`config.mk`:
```
export PLATFORM = sky130hd
export DESIGN_NAME = lockin_sweep_sequencer
export DESIGN_NICKNAME = d
export VERILOG_FILES = /design/src/rtl/lockin_pkg.sv /design/src/rtl/lockin_sweep_sequencer_period_table.sv /design/src/rtl/lockin_sweep_sequencer.sv
export SDC_FILE = /design/constraint.sdc
export NUM_CORES = 1
export LEC_CHECK = 0
export CAP_MARGIN = 30
export CORE_ASPECT_RATIO = 0.6
export CORE_MARGIN = 2
export CORE_UTILIZATION = 35
export CTS_CLUSTER_DIAMETER = 100
export DETAILED_ROUTE_END_ITERATION = 7
export GPL_TIMING_DRIVEN = 0
export PLACE_DENSITY_LB_ADDON = 0.08
export SETUP_SLACK_MARGIN = 0.5
export SYNTH_ARGS = -nofsm -noshare
export SYNTH_HDL_FRONTEND = slang
export SYNTH_SLANG_ARGS = --single-unit
```
`constraint.sdc`:
```
create_clock -name main_clock -period 12.2 [get_ports main_clock]
set_clock_uncertainty 0.1 [all_clocks]
set_input_delay 2.44 -clock main_clock [delete_from_list [all_inputs] [get_ports main_clock]]
set_output_delay 2.44 -clock main_clock [all_outputs]
set_load 0.01 [all_outputs]
```
`src/rtl/lockin_pkg.sv`:
```
// rtl/lockin_pkg.sv - shared types and defaults for the lock-in sweep sequencer
//
// Contents:
//   PERIOD_W       default width of a modulation period in main_clock cycles
//   SETTLE_CYCLES  default settle interval after a period change
//   STEP_W_MAX     widest step index carried in result_t
//   lockin_state_e sequencer FSM state encoding
//   result_t       one per-step result record {step, period, i, q}; the
//                  host-readout block packs records in this layout
package lockin_pkg;

  localparam int PERIOD_W      = 32;
  localparam int SETTLE_CYCLES = 5000;
  localparam int STEP_W_MAX    = 8;

  typedef enum logic [2:0] {
    S_IDLE      = 3'd0,
    S_LOAD      = 3'd1,
    S_SETTLE    = 3'd2,
    S_INTEGRATE = 3'd3,
    S_LATCH     = 3'd4,
    S_CAPTURE   = 3'd5,
    S_EMIT      = 3'd6
  } lockin_state_e;

  typedef struct packed {
    logic [STEP_W_MAX-1:0] step;
    logic [PERIOD_W-1:0]   period;
    logic signed [31:0]    i;
    logic signed [31:0]    q;
  } result_t;

endpackage

```
`src/rtl/lockin_sweep_sequencer_period_table.sv`:
```
// rtl/lockin_sweep_sequencer_period_table.sv - modulation period table register file
//
// Ports:
//   main_clock, reset  clock and synchronous active-high reset (table -> all zero)
//   we, waddr, wdata   synchronous write port
//   raddr, rdata       combinational read port
module period_table #(
  parameter int  NUM_STEPS = 8,
  parameter int  PERIOD_W  = 32,
  localparam int STEP_W    = $clog2(NUM_STEPS)
) (
  input  logic                main_clock,
  input  logic                reset,
  input  logic                we,
  input  logic [STEP_W-1:0]   waddr,
  input  logic [PERIOD_W-1:0] wdata,
  input  logic [STEP_W-1:0]   raddr,
  output logic [PERIOD_W-1:0] rdata
);

  logic [PERIOD_W-1:0] mem [NUM_STEPS];

  always_ff @(posedge main_clock) begin
    if (reset) begin
      for (int k = 0; k < NUM_STEPS; k++) begin
        mem[k] <= '0;
      end
    end else if (we) begin
      mem[waddr] <= wdata;
    end
  end

  assign rdata = mem[raddr];

endmodule

```
`src/rtl/lockin_sweep_sequencer.sv`:
```
// rtl/lockin_sweep_sequencer.sv - steps the modulation period table and emits one I/Q record per step
//
// Ports:
//   main_clock, reset                  sole clock, synchronous active-high reset
//   start, abort                       sweep control (start honoured only in IDLE)
//   integration_cycles                 integration length, sampled when start is accepted
//   cfg_we, cfg_addr, cfg_period       period table write port, dropped while busy
//   dp_period, dp_clear, dp_latch      modulation/counter datapath control
//   dp_i, dp_q                         datapath results, valid the cycle after dp_latch
//   res_valid, res_ready               result record handshake
//   res_step, res_period, res_i, res_q result record
//   busy, sweep_done                   status
module lockin_sweep_sequencer #(
  parameter int  NUM_STEPS     = 8,
  parameter int  SETTLE_CYCLES = lockin_pkg::SETTLE_CYCLES,
  parameter int  PERIOD_W      = lockin_pkg::PERIOD_W,
  localparam int STEP_W        = $clog2(NUM_STEPS)
) (
  input  logic                main_clock,
  input  logic                reset,
  input  logic                start,
  input  logic                abort,
  input  logic [63:0]         integration_cycles,
  input  logic                cfg_we,
  input  logic [STEP_W-1:0]   cfg_addr,
  input  logic [PERIOD_W-1:0] cfg_period,
  output logic [PERIOD_W-1:0] dp_period,
  output logic                dp_clear,
  output logic                dp_latch,
  input  logic signed [31:0]  dp_i,
  input  logic signed [31:0]  dp_q,
  output logic                res_valid,
  input  logic                res_ready,
  output logic [STEP_W-1:0]   res_step,
  output logic [PERIOD_W-1:0] res_period,
  output logic signed [31:0]  res_i,
  output logic signed [31:0]  res_q,
  output logic                busy,
  output logic                sweep_done
);

  import lockin_pkg::*;

  localparam logic [2:0]  ST_IDLE      = S_IDLE;
  localparam logic [2:0]  ST_LOAD      = S_LOAD;
  localparam logic [2:0]  ST_SETTLE    = S_SETTLE;
  localparam logic [2:0]  ST_INTEGRATE = S_INTEGRATE;
  localparam logic [2:0]  ST_LATCH     = S_LATCH;
  localparam logic [2:0]  ST_CAPTURE   = S_CAPTURE;
  localparam logic [2:0]  ST_EMIT      = S_EMIT;
  localparam logic [63:0] SETTLE_LAST  = 64'(SETTLE_CYCLES - 1);

  logic [2:0]          state;
  // One extra bit so the index can reach NUM_STEPS, which terminates the sweep.
  logic [STEP_W:0]     step;
  logic [63:0]         cnt;
  logic [63:0]         integ_len;
  logic [PERIOD_W-1:0] tbl_rdata;
  logic                tbl_we;
  logic                sweep_end;
  logic                settle_last;
  logic                integ_last;

  assign tbl_we = cfg_we && (state == ST_IDLE);

  period_table #(
    .NUM_STEPS (NUM_STEPS),
    .PERIOD_W  (PERIOD_W)
  ) u_period_table (
    .main_clock (main_clock),
    .reset      (reset),
    .we         (tbl_we),
    .waddr      (cfg_addr),
    .wdata      (cfg_period),
    .raddr      (step[STEP_W-1:0]),
    .rdata      (tbl_rdata)
  );

  // NUM_STEPS is a power of two, so the top bit alone marks step == NUM_STEPS.
  // Periods below 2 cannot produce a modulation and act as end-of-table markers.
  assign sweep_end   = step[STEP_W] || (tbl_rdata < PERIOD_W'(2));
  assign settle_last = (cnt == SETTLE_LAST);
  assign integ_last  = (cnt == integ_len - 64'd1);

  // Strobes decode the registered state so dp_clear lands in the last settle
  // clock and dp_latch in the clock right after the last integration clock.
  assign busy     = (state != ST_IDLE);
  assign dp_clear = (state == ST_SETTLE) && settle_last;
  assign dp_latch = (state == ST_LATCH);

  always_ff @(posedge main_clock) begin
    if (reset) begin
      state      <= ST_IDLE;
      step       <= '0;
      cnt        <= '0;
      integ_len  <= 64'd1;
      dp_period  <= '0;
      res_valid  <= 1'b0;
      res_step   <= '0;
      res_period <= '0;
      res_i      <= '0;
      res_q      <= '0;
      sweep_done <= 1'b0;
    end else begin
      sweep_done <= 1'b0;
      if (abort && (state != ST_IDLE)) begin
        // dp_period is left alone so the modulator keeps its last period.
        state     <= ST_IDLE;
        res_valid <= 1'b0;
      end else begin
        case (state)
          ST_IDLE: begin
            if (start && !abort) begin
              state     <= ST_LOAD;
              step      <= '0;
              integ_len <= (integration_cycles == 64'd0) ? 64'd1 : integration_cycles;
            end
          end
          ST_LOAD: begin
            if (sweep_end) begin
              state      <= ST_IDLE;
              sweep_done <= 1'b1;
            end else begin
              dp_period <= tbl_rdata;
              cnt       <= '0;
              state     <= ST_SETTLE;
            end
          end
          ST_SETTLE: begin
            if (settle_last) begin
              cnt   <= '0;
              state <= ST_INTEGRATE;
            end else begin
              cnt <= cnt + 64'd1;
            end
          end
          ST_INTEGRATE: begin
            // Counter stops at integ_len-1, so it can never wrap.
            if (integ_last) begin
              state <= ST_LATCH;
            end else begin
              cnt <= cnt + 64'd1;
            end
          end
          ST_LATCH: begin
            state <= ST_CAPTURE;
          end
          ST_CAPTURE: begin
            res_i      <= dp_i;
            res_q      <= dp_q;
            res_step   <= step[STEP_W-1:0];
            res_period <= dp_period;
            res_valid  <= 1'b1;
            state      <= ST_EMIT;
          end
          ST_EMIT: begin
            // Single-entry buffer: the next step is not loaded until the
            // current record has been taken.
            if (res_ready) begin
              res_valid <= 1'b0;
              step      <= step + 1'b1;
              state     <= ST_LOAD;
            end
          end
          default: begin
            state <= ST_IDLE;
          end
        endcase
      end
    end
  end

endmodule

```
==> impl_metrics.csv <==
group,metric,value,unit
synth,yosys-top-cells-area,"edfxtp_1 31%, dfxtp_1 22%, and2_1 6.7%, nand2_1 6.0%, mux4_2 5.7%",
setup_path,crit_path_frequent_cell,"clkbuf_1",
sta,setup_viol,0,
die,die_h,211,um
setup_path,worstSetupStartpointType,"register",
die,initial_core_util,35.7,%
routing,vias,21600,
setup_path,cp_slowest_stage_delay,850,ps
sta,post-route-min-period,6650,ps
clocking,htreeDepth,2,
die,dieArea,0.0739,mm2
setup_path,critPathBufInv,7,
run,maxCapViolations,0,
layout,area_growth,25.5,%
clocking,root_buffer,"clkbuf_16",
setup_path,cp.arrival,7090,ps
min_path,hp-class,"register to register",
grt,grt_pass1_vias,19900,
grt,grt_use_total,26.1,%
layout,layout-drive-gt1-share,8.86,%
placement,hpwl,75400,um
synth,yosysSeqAreaShare,52.3,%
synth,synth_cell_types,77,
synth,synth_edf_count,256,
run_status,status,"completed",
grt,grt_pass1_wl,140000,um
synth,ys_ff_latch,527,
routing,drtAntennaViolNets,0,
power_and_ir_drop,p_leak,10.7,nW
routing,avgRoutedWirePerCell,25.9,um
clocking,post-cts-setup-buffers,0,
synth,netlist_area,0.0251,mm2
clocking,cts_tree,"yes",
synth,syn_nets,2645,
grt,grt_overflow,0,
clocking,numCtsBuffers,54,
sta,tightest_slew,1070,ps
setup_path,cp-end-kind,"register",
setup_path,cp_slowest_cell,"buf_1",
sta,slew_viol_final,0,
setup_path,crit_path_cell_trace,"clkbuf_1 > clkbuf_1 > buf_1 > mux2i_1 > nand2_1 > nor3_1 > a311oi_1 > o21ai_0 > clkbuf_1 > buf_2 > inv_2 > a21oi_1 > buf_4 > o311ai_1 > o31ai_1",
power_and_ir_drop,pwr-share-seq,47.3,%
sta,max_freq,0.150,GHz
synth,syn_avg_cell_area,10.1,um2
power_and_ir_drop,clkPwrFrac,42.1,%
power_and_ir_drop,powerDensity,130,mW/mm2
placement,port_buffers,302,
setup_path,critical-path-top-delay-family,"buffers and inverters",
routing,routed_wirelength,98900,um
layout,multi_input_area,0.0112,mm2
synth,ys.flop_type,"dfxtp_1",
layout,final_util,44.8,%
die,io_pins,305,
synth,synthTopCellsByCount,"400 x nand2_1, 271 x dfxtp_1, 268 x and2_1",
setup_path,crit_required,12640,ps
layout,nets,3026,
placement,gp_congestion,0.920,
power_and_ir_drop,switching_power,1.07,mW
routing,first_pass_iters,5,
synth,yosysWarnings,0,
synth,synth_largest_area_cell,"edfxtp_1",
routing,drcViolationCount,0,
routing,drtIter0Drc,2559,
clocking,cts_hold_buf,0,
sta,fin_tns_setup,0,ps
power_and_ir_drop,p_comb_share,10.6,%
synth,synth_top_area_share,30.6,%
grt,grt_max_degree,20,
clocking,clockBufferDepth,3,
clocking,clkLatencyLatePin,640,ps
synth,syn_inst,2473,
layout,n_fill_cell,6718,
die,core_region_area,0.0704,mm2
setup_path,critPathMaxFanout,10,
synth,yosysMostFrequentCell,"nand2_1",
sta,finalHoldViolations,0,
routing,drt-vias-per-instance,5.64,
sta,max_slew_margin,28.5,%
clocking,cts_sinks,527,
power_and_ir_drop,power_switching_share,26.2,%
sta,timing.final.crit_share,54.5,%
grt,antenna_found_initial,7,
sta,rsz0062_at_grt,"no",
layout,seqCellArea,0.0131,mm2
setup_path,crit_type,"register to register",
synth,async_reset_ff_share,0,%
clocking,cts_resized,0,
die,chipWidth,350,um
power_and_ir_drop,irDropWorstVdd,0.101,mV
die,rows,75,
power_and_ir_drop,intPower,3.02,mW
clocking,path_clk_slew,60,ps
-- metal layers --
| metal | track usage (%) | vias up | share of wire (%) |
|---|---|---|---|
| met5 | 0 | - | 0.023 |
| met4 | 3.26 | 4 | 0.87 |
| met3 | 9.22 | 60 | 12 |
| met2 | 33.0 | 1053 | 37 |
| met1 | 42.3 | 10800 | 50 |
| li1 | - | 9709 | - |
-- worst register-to-register path: stages, from the launching register on --
cell and delay, ps:
dfxtp_1 310, clkbuf_1 600, clkbuf_1 690, buf_1 850, mux2i_1 600, nand2_1 190
nor3_1 590, a311oi_1 210, o21ai_0 380, clkbuf_1 450, buf_2 370, inv_2 190
a21oi_1 520, buf_4 290, o311ai_1 120, o31ai_1 100
-- stage by stage --
stage | instance area (um2) | std cells | hold WS (ps) | setup WS (ps) | power (mW)
2_1_floorplan | 25100 | 2473 | 349 | 6330 | 2.18
3_3_place_gp | 29300 | 3699 | 342 | 2670 | 2.38
3_5_place_dp | 29600 | 3719 | 348 | 5850 | 2.40
4_1_cts | 31400 | 3821 | 355 | 5690 | 4.11
5_1_grt | 31500 | 3824 | 371 | 5500 | 4.22
6_report | 31500 | 3826 | 352 | 5550 | 4.09
-- cells in the final DEF, fill, tap and decap left out, types with 64 or more instances in the layout --
cell             count
nor2_1             128
nand2_1            400
clkdlybuf4s50_1    302
dfxtp_1            271
edfxtp_1           256
xnor2_1             64
a21oi_1            235
mux4_2              64
and2_1             268
clkbuf_1           145
nor4_1              73
-- power groups by stage --
stage	registers [mW]	logic (mW)	clock network [mW]
5_1_grt	1.94	0.458	1.82
3_5_place_dp	1.97	0.421	0
2_1_floorplan	1.97	0.214	0
3_3_place_gp	1.98	0.405	0
6_report	1.94	0.435	1.72
4_1_cts	1.94	0.423	1.75
-- final cells by class --
class	count	area share, %
Timing Repair Buffer	325	10.7
Antenna cell	2	0.0159
Sequential cell	527	41.6
Clock buffer	80	5.05
Inverter	17	0.203
Tap cell	924	3.67
Multi-Input combinational cell	1755	35.7
Clock inverter	22	0.671
Buffer	174	2.35
-- logic make-up (layout without fill, tap and decap cells) --
family | count (synthesis) | in the layout | share of synthesized area (%)
AOI/OAI and AO/OA | 407 | 407 | 9.90
xor gates and xnor gates | 91 | 91 | 3.18
adders and majority gates | 3 | 3 | 0.150
buffers and inverters | 191 | 618 | 3.21
DFF | 527 | 527 | 52.3
muxes | 112 | 112 | 7.70
other | 0 | 2 | 0
and+or+nand+nor | 1142 | 1142 | 23.6
-- sequential cells by signal (all words and copies together) (netlist names), named ones only --
name and count:
cnt 64, res_i 32, res_q 32, state 3
u_period_table.mem 256, step 4, sweep_done 1, dp_period 32
res_valid 1, integ_len 64, res_step 3, res_period 32
-- worst paths after layout --
| check | end | start | slack, ps | cells after the start |
|---|---|---|---|---|
| max | cnt[5] | register | 5550 | 15 |
| min | res_period[24] | res_period[24] | 350 | 2 |
| max reg2reg | cnt[5] | register | 5550 | 15 |
| min reg2reg | res_period[24] | res_period[24] | 350 | 2 |
Note: power is estimated with default switching activity, not from simulation.
